## config.mk

```make
export PLATFORM = sky130hd
export DESIGN_NAME = gcd_engine
export DESIGN_NICKNAME = d
export VERILOG_FILES = /design/src/rtl/gcd_engine.sv
export SDC_FILE = /design/constraint.sdc
export NUM_CORES = 1
export LEC_CHECK = 0
export BUFFER_PORTS_ARGS = -buffer_cell sky130_fd_sc_hd__buf_2
export CAP_MARGIN = 5
export CORE_MARGIN = 2
export CORE_UTILIZATION = 50
export CTS_CLUSTER_DIAMETER = 100
export DETAILED_ROUTE_END_ITERATION = 16
export PLACE_DENSITY = 0.79
export SLEW_MARGIN = 10
export SYNTH_ARGS = -nofsm -noshare
export SYNTH_HDL_FRONTEND = slang
export SYNTH_SLANG_ARGS = --single-unit
export TNS_END_PERCENT = 5
```

## constraint.sdc

```tcl
create_clock -name clk -period 4.6 [get_ports clk]
set_clock_uncertainty 0.2 [all_clocks]
set_input_delay 0.92 -clock clk [delete_from_list [all_inputs] [get_ports clk]]
set_output_delay 0.92 -clock clk [all_outputs]
set_load 0.05 [all_outputs]
```

## src/rtl/gcd_engine.sv

```systemverilog
// Iterative GCD engine: IDLE -> CALC (one reduction step per cycle) -> DONE pulse.
// Define GCD_STEIN_EN to use the binary (Stein) reduction step instead of plain subtraction.
module gcd_engine #(
    parameter int WIDTH = 16
) (
    input  logic             clk,
    input  logic             rst_n,
    input  logic             start,
    input  logic [WIDTH-1:0] a_in,
    input  logic [WIDTH-1:0] b_in,
    output logic             busy,
    output logic             done,
    output logic [WIDTH-1:0] gcd_out,
    output logic [WIDTH-1:0] iter_cnt
);

    typedef enum logic [1:0] {IDLE, CALC, DONE} state_t;

    state_t           state_q, state_d;
    logic [WIDTH-1:0] a_q, b_q;
    logic [WIDTH-1:0] a_nxt, b_nxt;
    logic [WIDTH-1:0] result;
    logic             terminate;

    assign terminate = (a_q == b_q) || (a_q == '0) || (b_q == '0);

`ifdef GCD_STEIN_EN
    localparam int KW = $clog2(WIDTH) + 1;
    logic [KW-1:0] k_q, k_nxt;

    // Binary step: strip common factors of two into k, odd/odd pairs subtract.
    always_comb begin
        // NOTE: every combinational output gets a default first so no path infers a latch.
        a_nxt = a_q;
        b_nxt = b_q;
        k_nxt = k_q;
        case ({a_q[0], b_q[0]})
            2'b00: begin
                a_nxt = a_q >> 1;
                b_nxt = b_q >> 1;
                k_nxt = k_q + 1'b1;
            end
            2'b01:   a_nxt = a_q >> 1;
            2'b10:   b_nxt = b_q >> 1;
            default: begin
                if (a_q > b_q) a_nxt = a_q - b_q;
                else           b_nxt = b_q - a_q;
            end
        endcase
    end

    assign result = (a_q | b_q) << k_q;
`else
    always_comb begin
        // NOTE: every combinational output gets a default first so no path infers a latch.
        a_nxt = a_q;
        b_nxt = b_q;
        if (a_q > b_q) a_nxt = a_q - b_q;
        else           b_nxt = b_q - a_q;
    end

    assign result = a_q | b_q;
`endif

    // NOTE: sequential state uses non-blocking assignments so all registers update together.
    always_ff @(posedge clk or negedge rst_n) begin
        if (!rst_n) state_q <= IDLE;
        else        state_q <= state_d;
    end

    always_comb begin
        state_d = state_q;
        case (state_q)
            IDLE:    if (start) state_d = CALC;
            CALC:    if (terminate) state_d = DONE;
            default: state_d = IDLE;
        endcase
    end

    always_comb begin
        busy = (state_q != IDLE);
        done = (state_q == DONE);
    end

    always_ff @(posedge clk or negedge rst_n) begin
        if (!rst_n) begin
            a_q      <= '0;
            b_q      <= '0;
            gcd_out  <= '0;
            iter_cnt <= '0;
`ifdef GCD_STEIN_EN
            k_q      <= '0;
`endif
        end else begin
            case (state_q)
                IDLE: if (start) begin
                    a_q      <= a_in;
                    b_q      <= b_in;
                    iter_cnt <= '0;
`ifdef GCD_STEIN_EN
                    k_q      <= '0;
`endif
                end
                CALC: if (terminate) begin
                    gcd_out <= result;
                end else begin
                    a_q <= a_nxt;
                    b_q <= b_nxt;
`ifdef GCD_STEIN_EN
                    k_q <= k_nxt;
`endif
                    // Counter saturates; the reduction itself keeps going.
                    if (iter_cnt != '1) iter_cnt <= iter_cnt + 1'b1;
                end
                default: ;
            endcase
        end
    end

endmodule

```

* Word-level counts from Yosys, hierarchy flattened
Index checks and enable logic that the tools add are counted.
** Storage, ports and cells
- Flip-flop bits (word level) :: 66
- Bits of input ports :: 35
- Output and inout bits :: 34
- Logic and storage cells :: 47
** Cells by class
- $add $sub $neg :: 3
- Order comparisons :: 1
- Equality and inequality tests :: 10
- Multiplexer cells :: 15
- Bitwise logic cells :: 1
- Reduce and logical (&&, ||, !) cells :: 12
** Operators with widths (count)
- 16-bit two-way mux :: 9
- 16-bit one-hot mux with 2 select lines :: 3
- 16-bit zero test :: 2
- 16-bit subtractor :: 2
- 16-bit by 1-bit adder with 16-bit output (second input constant) :: 1
- 16-bit == test :: 1
- 16-bit > comparator :: 1
- 16-bit inequality test (second input constant) :: 1
- 16-bit OR :: 1
- 2-bit inequality test (second input constant) :: 6
- 4-bit AND reduction :: 3
- 2-bit two-way mux :: 2
- 2-bit one-hot mux with 2 select lines :: 1
- 2-bit AND reduction :: 2
- 2-bit nonzero test :: 2
- 2-bit by 1-bit == test with 1-bit output (second input constant) :: 1
- 2-bit == test (second input constant) :: 1
- 2-bit zero test :: 1
- 1-bit logical OR :: 2

* Longest topological paths before layout
Gate-level depths: netlist of run 1.
- Word-level depth :: 5
- Mapped depth :: 11
- Mapped depth without buffers :: 10

* Worst setup path after synthesis of run 1
Ideal clock, no wire load.
- Path type :: register -> register
- From :: register a_q[0]
- To :: register a_q[15]
- Setup time :: 0.126 ns
- Data arrival time :: 2.662 ns
- Required time :: 4.274 ns
- Setup slack :: 1.612 ns
- Stages on the path, launching flop included :: 12
- Path buffers :: 1
- Period minus slack after synthesis :: 2.988 ns
- Cell sequence :: dfrtp_1 inv_1 ha_1 fa_1 nor3_4 o311ai_2 a21oi_4 o211ai_2 a311oi_4 nor2_4 buf_6 a221o_1
** On the way
- Cells in the longest elaborated chain, start to end :: 5
- Elaborated cells on any way between the ends :: 12
- Those cells by class :: add/sub: 1; order compare: 1; eq/ne: 3; mux: 3; reduce/logical: 4
** RTL lines
- start, declared :: RTL line 20 : logic [WIDTH-1:0] a_q, b_q;
- start signal, assigned :: RTL line 97 : a_q <= a_in;
- start signal, assigned :: RTL line 107 : a_q <= a_nxt;
- parallel branches: the longest is 5 deep, another holds 16-bit subtractor
Parallel ways; which one is timed is not known. The select of a mux whose other input is x is not followed.
A chain may end at the register's enable or synchronous reset.

* Worst setup path after layout of run 1
- From :: register a_q[7]
- To :: register iter_cnt[15]
** On the way
- Cells in the longest elaborated chain, start to end :: 5
- Elaborated cells on any way between the ends :: 6
- Those cells by class :: eq/ne: 2; reduce/logical: 4
** RTL lines
- 16-bit == test or 16-bit zero test (tied branches) :: RTL line 25 : assign terminate = (a_q == b_q) || (a_q == '0) || (b_q == '0);
- 1-bit logical OR (*) (2 in a row) :: RTL line 25
- 2-bit inequality test (no source line) (*)
- 4-bit AND reduction (no source line) (*)
- end signal, assigned :: RTL line 113 : if (iter_cnt != '1) iter_cnt <= iter_cnt + 1'b1;
- end, declared :: RTL line 14 : output logic [WIDTH-1:0] iter_cnt
Mark *: on every way between the ends. The rest lies on a longest branch, timed or not.

==> results of run 1 <==
==> worst min path at each step <==
stage / start / endpoint
3_3_place_gp: gcd_out[0] / gcd_out[0]
4_1_cts: gcd_out[8] / gcd_out[8]
2_1_floorplan: a_q[13] / a_q[13]
3_5_place_dp: gcd_out[8] / gcd_out[8]
5_1_grt: gcd_out[1] / gcd_out[1]
6_report: gcd_out[8] / gcd_out[8]
==> stage by stage <==
| step | area [um2] | setup slack [ns] | cells |
|---|---|---|---|
| 2_1_floorplan | 5160 | 1.61 | 591 |
| 3_3_place_gp | 5560 | 1.19 | 771 |
| 3_5_place_dp | 5560 | 1.18 | 771 |
| 4_1_cts | 5720 | 1.15 | 785 |
| 5_1_grt | 5720 | 0.909 | 785 |
| 6_report | 5720 | 1.11 | 785 |
==> kinds of logic after synthesis <==
logic type,Yosys count,share of synthesized area (%)
AO/OA/AOI/OAI,165,21.6
flip-flops,66,32.0
multiplexers,28,5.79
adder cells (fa/ha/maj),50,12.4
XOR/XNOR,20,3.39
buffers and inverters,85,7.05
AND/OR/NAND/NOR,177,17.8
==> per-layer routing <==
layer | vias to the layer above | GRT usage, % | wire, um
li1 | 2209 | - | -
met1 | 2215 | 39.3 | 6670
met2 | 236 | 41.0 | 6400
met3 | 19 | 6.25 | 1320
met4 | 0 | 6.11 | 215
met5 | - | 0 | 0
==> area by class of cell <==
type                    instances  area share (%)
repair buffers                 72            6.48
inverters                      57            3.74
multi-input cells             440            55.1
clock inverters                 3           0.306
well taps                     136            2.98
flip-flops and latches         66            28.9
clock buffers                  11            2.47
==> critical path: cells and delay by family, from the launching register on <==
kind / cells / cell delay [ns]
compound gates: 3 / 0.88
fa+ha+maj: 1 / 0.40
buf+inv: 2 / 0.36
flops: 1 / 0.44
simple gates: 4 / 1.10
==> cell usage after synthesis (all sizes together), types with 5 or more instances <==
cell type and number:
o21ai 58, mux2 15, o21a 5, dfrtp 66
o22ai 5, ha 48, nand2b 5, xnor2 20
a21o 7, o31ai 12, nor3 13, buf 11
clkbuf 17, a21oi 27, nor4 18, nor2 34
and2 6, nand4 6, o21bai 5, nor2b 13
mux2i 13, nand3 11, o211ai 6, inv 57
nand2 56
==> placed cells by master (no fill, tap or decap), drive strengths merged, types with 12 or more instances in the layout <==
master  count
xnor2      20
mux2       15
nand2      56
inv        57
o21ai      58
buf        72
nor2       34
a21oi      27
nor4       18
dfrtp      66
nor3       13
o31ai      12
nor2b      13
mux2i      13
ha         48
==> sequential cells by signal (all words and copies together), names as in the netlist <==
signal / cells
state_q: 2
b_q: 16
iter_cnt: 16
gcd_out: 16
a_q: 16
==> impl_results.md, run 1 <==
* Crit Path Max Fanout at 20
* Drt pass-1 iters at 7
* Top cell type's share of synthesized area at around a third
* First DRT Iteration DRCs at between 500 and 600
* Synthesized area per cell at slightly below 9 um2
* Fillcell total at ~930
* Total setup buffers inserted after CTS at 0
* Global-route wire length before repair at between 20000 and 25000 um
* H-tree levels at 3
* Pin count of the biggest net entering global routing at 47
* R2r worst-path depth at 10
* I/O pin cnt at 69
* Die Wd at 106 um
* Die Y at approximately 110 um
* Run status: completed
* Sequential Area at ~1700 um2
* Minimum clock period at 3.49 ns
* Hold_buf cts at 0
* Vias per Instance at between 5 and 6
* CTS tree: yes
* Rows at 37
* Clk_lat worst skew at around 0.36 ns
* Ys Warns at 0
* Total Wirelength at roughly 15000 um
* Worst setup path class: flip-flop to flip-flop
* Clock transition at path regs at about 0.08 ns
* CTS root buf: clkbuf_8
* Worst reg-to-reg setup slack at 1.11 ns
* Vias in the first global route at between 4000 and 5000
* Core area at a little over 10000 um2
* Cts bufs inserted at 9
* Hold Vio Cnt, Final at 0
* Leading register cell type out of synthesis: dfrtp_1
* Max-cap violations at 0
* Layout cell share with drive strength beyond 1 at ~17%
* Util after Layout at a little under three fifths
* CP max stage cell: nor4_1
* Async SR Flop Fraction at between 90% and 100%
* DR vias at 4679
* Setup crit start: a_q[7]
* Max Buffers Root-to-Sink at 2
* EDFF count, synth at 0
* Total gr overflow at 0
* Drt drc at 0
* Antenna violation net count after detailed routing at 0
* Startpoint types: flip-flop
* GRT Total Usage at between 20% and 30%
* Dpl hpwl at around 11000 um
* Slowest stage delay, CP at ~0.63 ns
* Achievable frequency at 286 MHz
* Final setup TNS at 0 ns
* Die area at ~11000 um2
* Synth Instances at 591
* Multi-input logic area at between 3000 and 4000 um2
* Area Growth Syn to Fin at 10.8%
* Placer Congestion at just over 1
* Crit path to: iter_cnt[15]
* Largest area contributor in the netlist: dfrtp_1
* Worst R2R End: iter_cnt[15]
* Ranking of synthesized cells by area: dfrtp_1 (32%), ha_1 (12%), o21ai_0 (4.5%)
* Register bit total from synthesis at 66
* Cell Chain, Critical Path: inv_1 > ha_1 > nor4_1 > nand4_1 > a41oi_2 > o21bai_1 > buf_4 > or4_1 > nand2_1 > a22o_1
* Critical path endpoint category: flip-flop
* Slew Limit Fails at 0
* Critical R2R Launch: a_q[7]
* Setup-failing EPs final at 0
* Sequential share of the synthesized area at 32.0%
* Nets at approximately 730
* Final hold slack at about 0.27 ns
* PostCTS Resize Cnt at 0
* Worst Hold Depth at 2
* Max_slew headroom at approximately 31%
* Initial Utilization at a little over 50%
* Synth Net Count at between 600 and 700
* Worst min path class: flip-flop to flip-flop
* Worst-margin pin slew at just over 1 ns
* Worst EP required at 4.64 ns
* Wire length per cell at about 19 um
* Worst EP arrival at between 3 and 4 ns
* Netlist cell types at 74
* Ant. Diodes at 0
* Mapped Area at ~5200 um2
* # clock sinks at 66
* IO Port Bufs at 68
* RSZ-0062 raised after global routing: false
* Initial antenna violation count at 0
* Final Cycle Share at approximately three quarters
Power of run 1 is left out: the tool's default activity adds up to more than one toggle a clock period on the data nets, which glitch-free logic cannot reach.
==> run 2, diff against run 1 <==
- clock period: 4.6 -> 3.5 ns (I/O delays scaled with it)
==> impl_results.md, run 2 (synthesis results as in run 1) <==
* Commonest cells after routing, fill and taps aside: buf_2 (68), dfrtp_1 (66), nand2_1 (56), inv_1 (54), ha_1 (48)
* Wire length per cell at 18.7 um (+0.65%)
* Worst-margin pin slew at 1.08 ns (+0.0421 ns)
* Critical R2R Launch: a_q[0]
* R2r worst-path depth at 11 (+1)
* Cts bufs inserted at 9 (unchanged)
* Total length of routed met2 wires at 6470 um (+1.1%)
* Setup slack at placement at 0.364 ns (-0.817 ns)
* Worst EP required at 3.53 ns (-1.11 ns)
* Critical path endpoint category: flip-flop
* Clock transition at path regs at 0.09 ns (about the same)
* Total Wirelength at 15000 um (+2.7%)
* Sequential Area at 1650 um2 (unchanged)
* Max Buffers Root-to-Sink at 2 (unchanged)
* Minimum clock period at 3.22 ns (-0.278 ns)
* Util after Layout at 57.7% (+1.6 points)
* Crit Path Max Fanout at 5 (-75%)
* Final Cycle Share at 91.9% (+16 points)
* RSZ-0062 raised after global routing: false
* Startpoint types: flip-flop
* CTS tree: yes
* Achievable frequency at 311 MHz (+8.7%)
* GRT Total Usage at 27.5% (+0.46 points)
* Highest Signal Layer: met4
* Die Y at 106 um (unchanged)
* H-tree levels at 3 (unchanged)
* Initial Utilization at 50.7% (unchanged)
* Multi-input logic area at 3150 um2 (unchanged)
* Clk_lat worst skew at 0.36 ns (about the same)
* Rows at 37 (unchanged)
* IO Port Bufs at 68 (unchanged)
* Worst setup path class: flip-flop to flip-flop
* Initial antenna violation count at 0 (unchanged)
* Total gr overflow at 0 (unchanged)
* Vias in the first global route at 4559 (+0.51%)
* Run status: completed
* Worst EP arrival at 3.25 ns (-0.28 ns)
* Length of routed met3 wiring at 1120 um (-15%)
* Vias per Instance at 5.92 (-0.70%)
* I/O pin cnt at 69 (unchanged)
* PostCTS Resize Cnt at 0 (unchanged)
* Layout cell share with drive strength beyond 1 at 19.2% (+2.1 points)
* Antenna violation net count after detailed routing at 0 (unchanged)
* # clock sinks at 66 (unchanged)
* Hold_buf cts at 0 (unchanged)
* CTS root buf: clkbuf_8
* Max_slew headroom at 28.2% (-2.8 points)
* Hold Vio Cnt, Final at 0 (unchanged)
* Fillcell total at 935 (+0.86%)
* Final WS setup at 0.284 ns (-0.822 ns)
* Placer Congestion at 0.973 (-3.7%)
* Die area at 11200 um2 (unchanged)
* Wl on met1 at 7090 um (+6.3%)
* First DRT Iteration DRCs at 430 (-27%)
* Final setup TNS at 0 ns (unchanged)
* Worst R2R End: b_q[7]
* Worst min path class: input pin to asynchronous set/reset pin
* Drt drc at 0 (unchanged)
* Pin count of the biggest net entering global routing at 67 (+43%)
* Global-route wire length before repair at 24000 um (+1.3%)
* Drt pass-1 iters at 5 (-2)
* Dpl hpwl at 11500 um (+3.5%)
* Most common cell after layout, fill and taps aside: buf_2
* Worst reg-to-reg setup slack at 0.28 ns (-0.82 ns)
* Area Growth Syn to Fin at 13.9%
* Slew Limit Fails at 0 (unchanged)
* DR vias at 4741 (+1.3%)
* Setup crit start: a_q[0]
* Setup-failing EPs final at 0 (unchanged)
* Core area at 10200 um2 (unchanged)
* Ant. Diodes at 0 (unchanged)
* Max-cap violations at 0 (unchanged)
* Total setup buffers inserted after CTS at 0 (unchanged)
* Nets at 745 (+1.9%)
* Die Wd at 106 um (unchanged)
[run 2: cell count changes in the layout (fill, tap and decap cells not counted)]
cell,previous run,this run
clkbuf_1,1,0
bufinv_16,0,1
buf_12,0,1
inv_6,0,1
buf_4,4,17
clkinv_4,0,1
[run 2: metrics by stage]
step,hold slack [ns],area (um2),instances
floorplan,0.204,5160,591
global placement,0.256,5680,785
detailed placement,0.266,5680,785
CTS,0.169,5880,801
global route,0.171,5880,801
finish,0.146,5880,801
[run 2: worst max-delay path by stage]
stage                    to  cells past startpoint  slack, ns
5_1_grt        iter_cnt[14]                     10       0.14
4_1_cts              b_q[7]                     11       0.32
2_1_floorplan       a_q[15]                     11       0.51
3_3_place_gp         a_q[4]                      9       0.42
6_report             b_q[7]                     11       0.28
3_5_place_dp         b_q[7]                     11       0.36
[run 2: critical path: stages, from the launching register on]
cell and delay (ns):
dfrtp_1 0.41, inv_1 0.10, ha_1 0.24, fa_1 0.44
nor3_4 0.16, o311ai_2 0.16, a21oi_4 0.19, o211ai_2 0.12
a31oi_1 0.45, nor2_4 0.11, buf_4 0.19, mux2_1 0.31
[run 2: final cells by class]
class,count,area share (%)
Clock inverter,6,1.11
Multi-Input combinational cell,440,53.6
Inverter,57,3.64
Timing Repair Buffer,86,8.30
Clock buffer,10,2.34
Tap cell,136,2.89
Sequential cell,66,28.1
[run 2: layer usage]
layer  up-vias  GRT usage [%]
met2       195           40.2
met5         -              0
met4         0           7.71
met1      2276           41.3
met3        30           5.19
li1       2240              -
Power of run 2 is left out for the same reason.
==> run 3, diff against run 2 <==
- CELL_PAD_IN_SITES_DETAIL_PLACEMENT: default -> 1
- CELL_PAD_IN_SITES_GLOBAL_PLACEMENT: default -> 1
- CORE_UTILIZATION: 50 -> 45
- PLACE_DENSITY: 0.79 -> 0.9
==> impl_results.md, run 3 (synthesis results as in run 1) <==
* Run status: completed
* Worst EP arrival at 3.48 ns (+0.23 ns)
* CTS root buf: clkbuf_16
* Global-route wire length before repair at 27600 um (+15%)
* IO Port Bufs at 68 (unchanged)
* Placer Congestion at 0.970 (-0.35%)
* I/O pin cnt at 69 (unchanged)
* Area Growth Syn to Fin at 17.2%
* H-tree levels at 3 (unchanged)
* Slowest stage delay, CP at 0.71 ns (+0.26 ns)
* Dpl hpwl at 13100 um (+14%)
* DR vias at 4876 (+2.8%)
* Cell Chain, Critical Path: inv_1 > ha_1 > inv_1 > o311ai_0 > a21oi_1 > a31oi_1 > a2111oi_0 > nor4bb_1 > o2bb2ai_1
* Final setup TNS at 0 ns (unchanged)
* Die area at 12300 um2 (+11%)
* Cts bufs inserted at 9 (unchanged)
* Clock transition at path regs at 0.06 ns (-0.03 ns)
* Worst min path class: input pin to asynchronous set/reset pin
* Length of routed met3 wiring at 920 um (-18%)
* Total Wirelength at 17400 um (+16%)
* Core area at 11300 um2 (+11%)
* DP Area at 5710 um2 (+0.51%)
* Worst setup path class: flip-flop to flip-flop
* Final Cycle Share at 98.7% (+6.8 points)
* Drt pass-1 iters at 5 (unchanged)
* Total gr overflow at 0 (unchanged)
* Layout cell share with drive strength beyond 1 at 19.4% (+0.12 points)
* CTS tree: yes
* Critical path endpoint category: flip-flop
* Final hold slack at 0.159 ns (+0.0138 ns)
* RSZ-0062 raised after global routing: false
* Worst EP required at 3.53 ns (about the same)
* Wire length per cell at 21.4 um (+15%)
* Drt drc at 0 (unchanged)
* Achievable frequency at 289 MHz (-6.9%)
* # clock sinks at 66 (unchanged)
* Die Wd at 111 um (+5.2%)
* Pin count of the biggest net entering global routing at 47 (-30%)
* Highest Signal Layer: met4
* Crit Path Max Fanout at 9 (+4)
* Nets at 746 (+0.13%)
* GRT Total Usage at 28.1% (+0.60 points)
* Total setup buffers inserted after CTS at 0 (unchanged)
* CP max stage cell: a2111oi_0
* Ant. Diodes at 0 (unchanged)
* CP bufs+invs at 2 (unchanged)
* Hold Vio Cnt, Final at 0 (unchanged)
* Clk_lat worst skew at 0.34 ns (-0.02 ns)
* Max-cap violations at 0 (unchanged)
* Vias in the first global route at 5154 (+13%)
* Antenna violation net count after detailed routing at 0 (unchanged)
* Commonest cells after routing, fill and taps aside: buf_2 (68), dfrtp_1 (66), nand2_1 (56), inv_1 (54), ha_1 (48)
* Most common cell after layout, fill and taps aside: buf_2
* Post-route cell area at 6050 um2 (+2.9%)
* First DRT Iteration DRCs at 406 (-5.6%)
* Startpoint types: flip-flop
* Largest delay share family, worst path: compound AO/OA/AOI/OAI gates
* Setup-failing EPs final at 0 (unchanged)
* Initial Utilization at 45.6% (-5.1 points)
* Worst-margin pin slew at 0.692 ns (-0.386 ns)
* Total length of routed met2 wires at 8710 um (+35%)
* Wl on met1 at 7230 um (+1.9%)
* Vias per Instance at 6.03 (+1.8%)
* Critical path's most frequent cell: inv_1
* Max_slew headroom at 52.7% (+25 points)
* Minimum clock period at 3.46 ns (+0.239 ns)
* Rows at 39 (+5.4%)
* Initial antenna violation count at 0 (unchanged)
* Max Buffers Root-to-Sink at 2 (unchanged)
* Die Y at 111 um (+5.2%)
* Slew Limit Fails at 0 (unchanged)
[run 3: cell types whose count changed in the layout (fill, tap and decap cells not counted)]
cell / previous run / this run
a2111oi_0: 2 / 1
a2111oi_1: 0 / 1
buf_12: 1 / 2
bufinv_16: 1 / 3
clkbuf_16: 0 / 9
clkbuf_8: 10 / 0
clkinv_4: 1 / 0
[run 3: through the flow]
| stage | utilization [%] | cells | setup slack (ns) |
|---|---|---|---|
| floorplan | - | 591 | 0.512 |
| global placement | 50.4 | 793 | 0.391 |
| detailed placement | 50.4 | 793 | 0.234 |
| CTS | 53.4 | 809 | 0.192 |
| global route | 53.4 | 809 | 0.0146 |
| finish | 53.4 | 809 | 0.0446 |
[run 3: path summary, 6_finish.rpt]
check	from	end	slack [ns]	cells past startpoint
max	b_q[3]	b_q[15]	0.04	9
min	rst_n	gcd_out[2]	0.16	1
max reg2reg	b_q[3]	b_q[15]	0.04	9
min reg2reg	gcd_out[8]	gcd_out[8]	0.28	2
max in group asynchronous	rst_n	b_q[10]	2.28	2
min in group clk	gcd_out[8]	gcd_out[8]	0.28	2
[run 3: layout make-up]
cell class,instances,area [um2]
clock buffer,9,225
clock inverter,7,116
fill,1355,5270
inverter,57,214
multi-input combinational,440,3150
sequential,66,1650
tap,143,179
timing repair buffer,87,508
[run 3: metal layers]
metal  up-vias  global-route usage, %
met2       157                   48.0
met1      2435                   36.7
met4         0                   10.2
met3        40                   3.34
met5         -                      0
li1       2244                      -
[run 3: timing repair]
item,in CTS,in global routing
endpoints found under the setup margin,0,1
hold buffers,0,0
resized for setup,0,1
endpoints found under the hold margin,0,0
[run 3: worst reg2reg max path, cell delays in order, from the launching register on]
cell and delay (ns):
dfrtp_1 0.43, inv_1 0.10, ha_1 0.45, inv_1 0.17
o311ai_0 0.25, a21oi_1 0.46, a31oi_1 0.24, a2111oi_0 0.71
nor4bb_1 0.18, o2bb2ai_1 0.17
Power of run 3 is left out for the same reason.
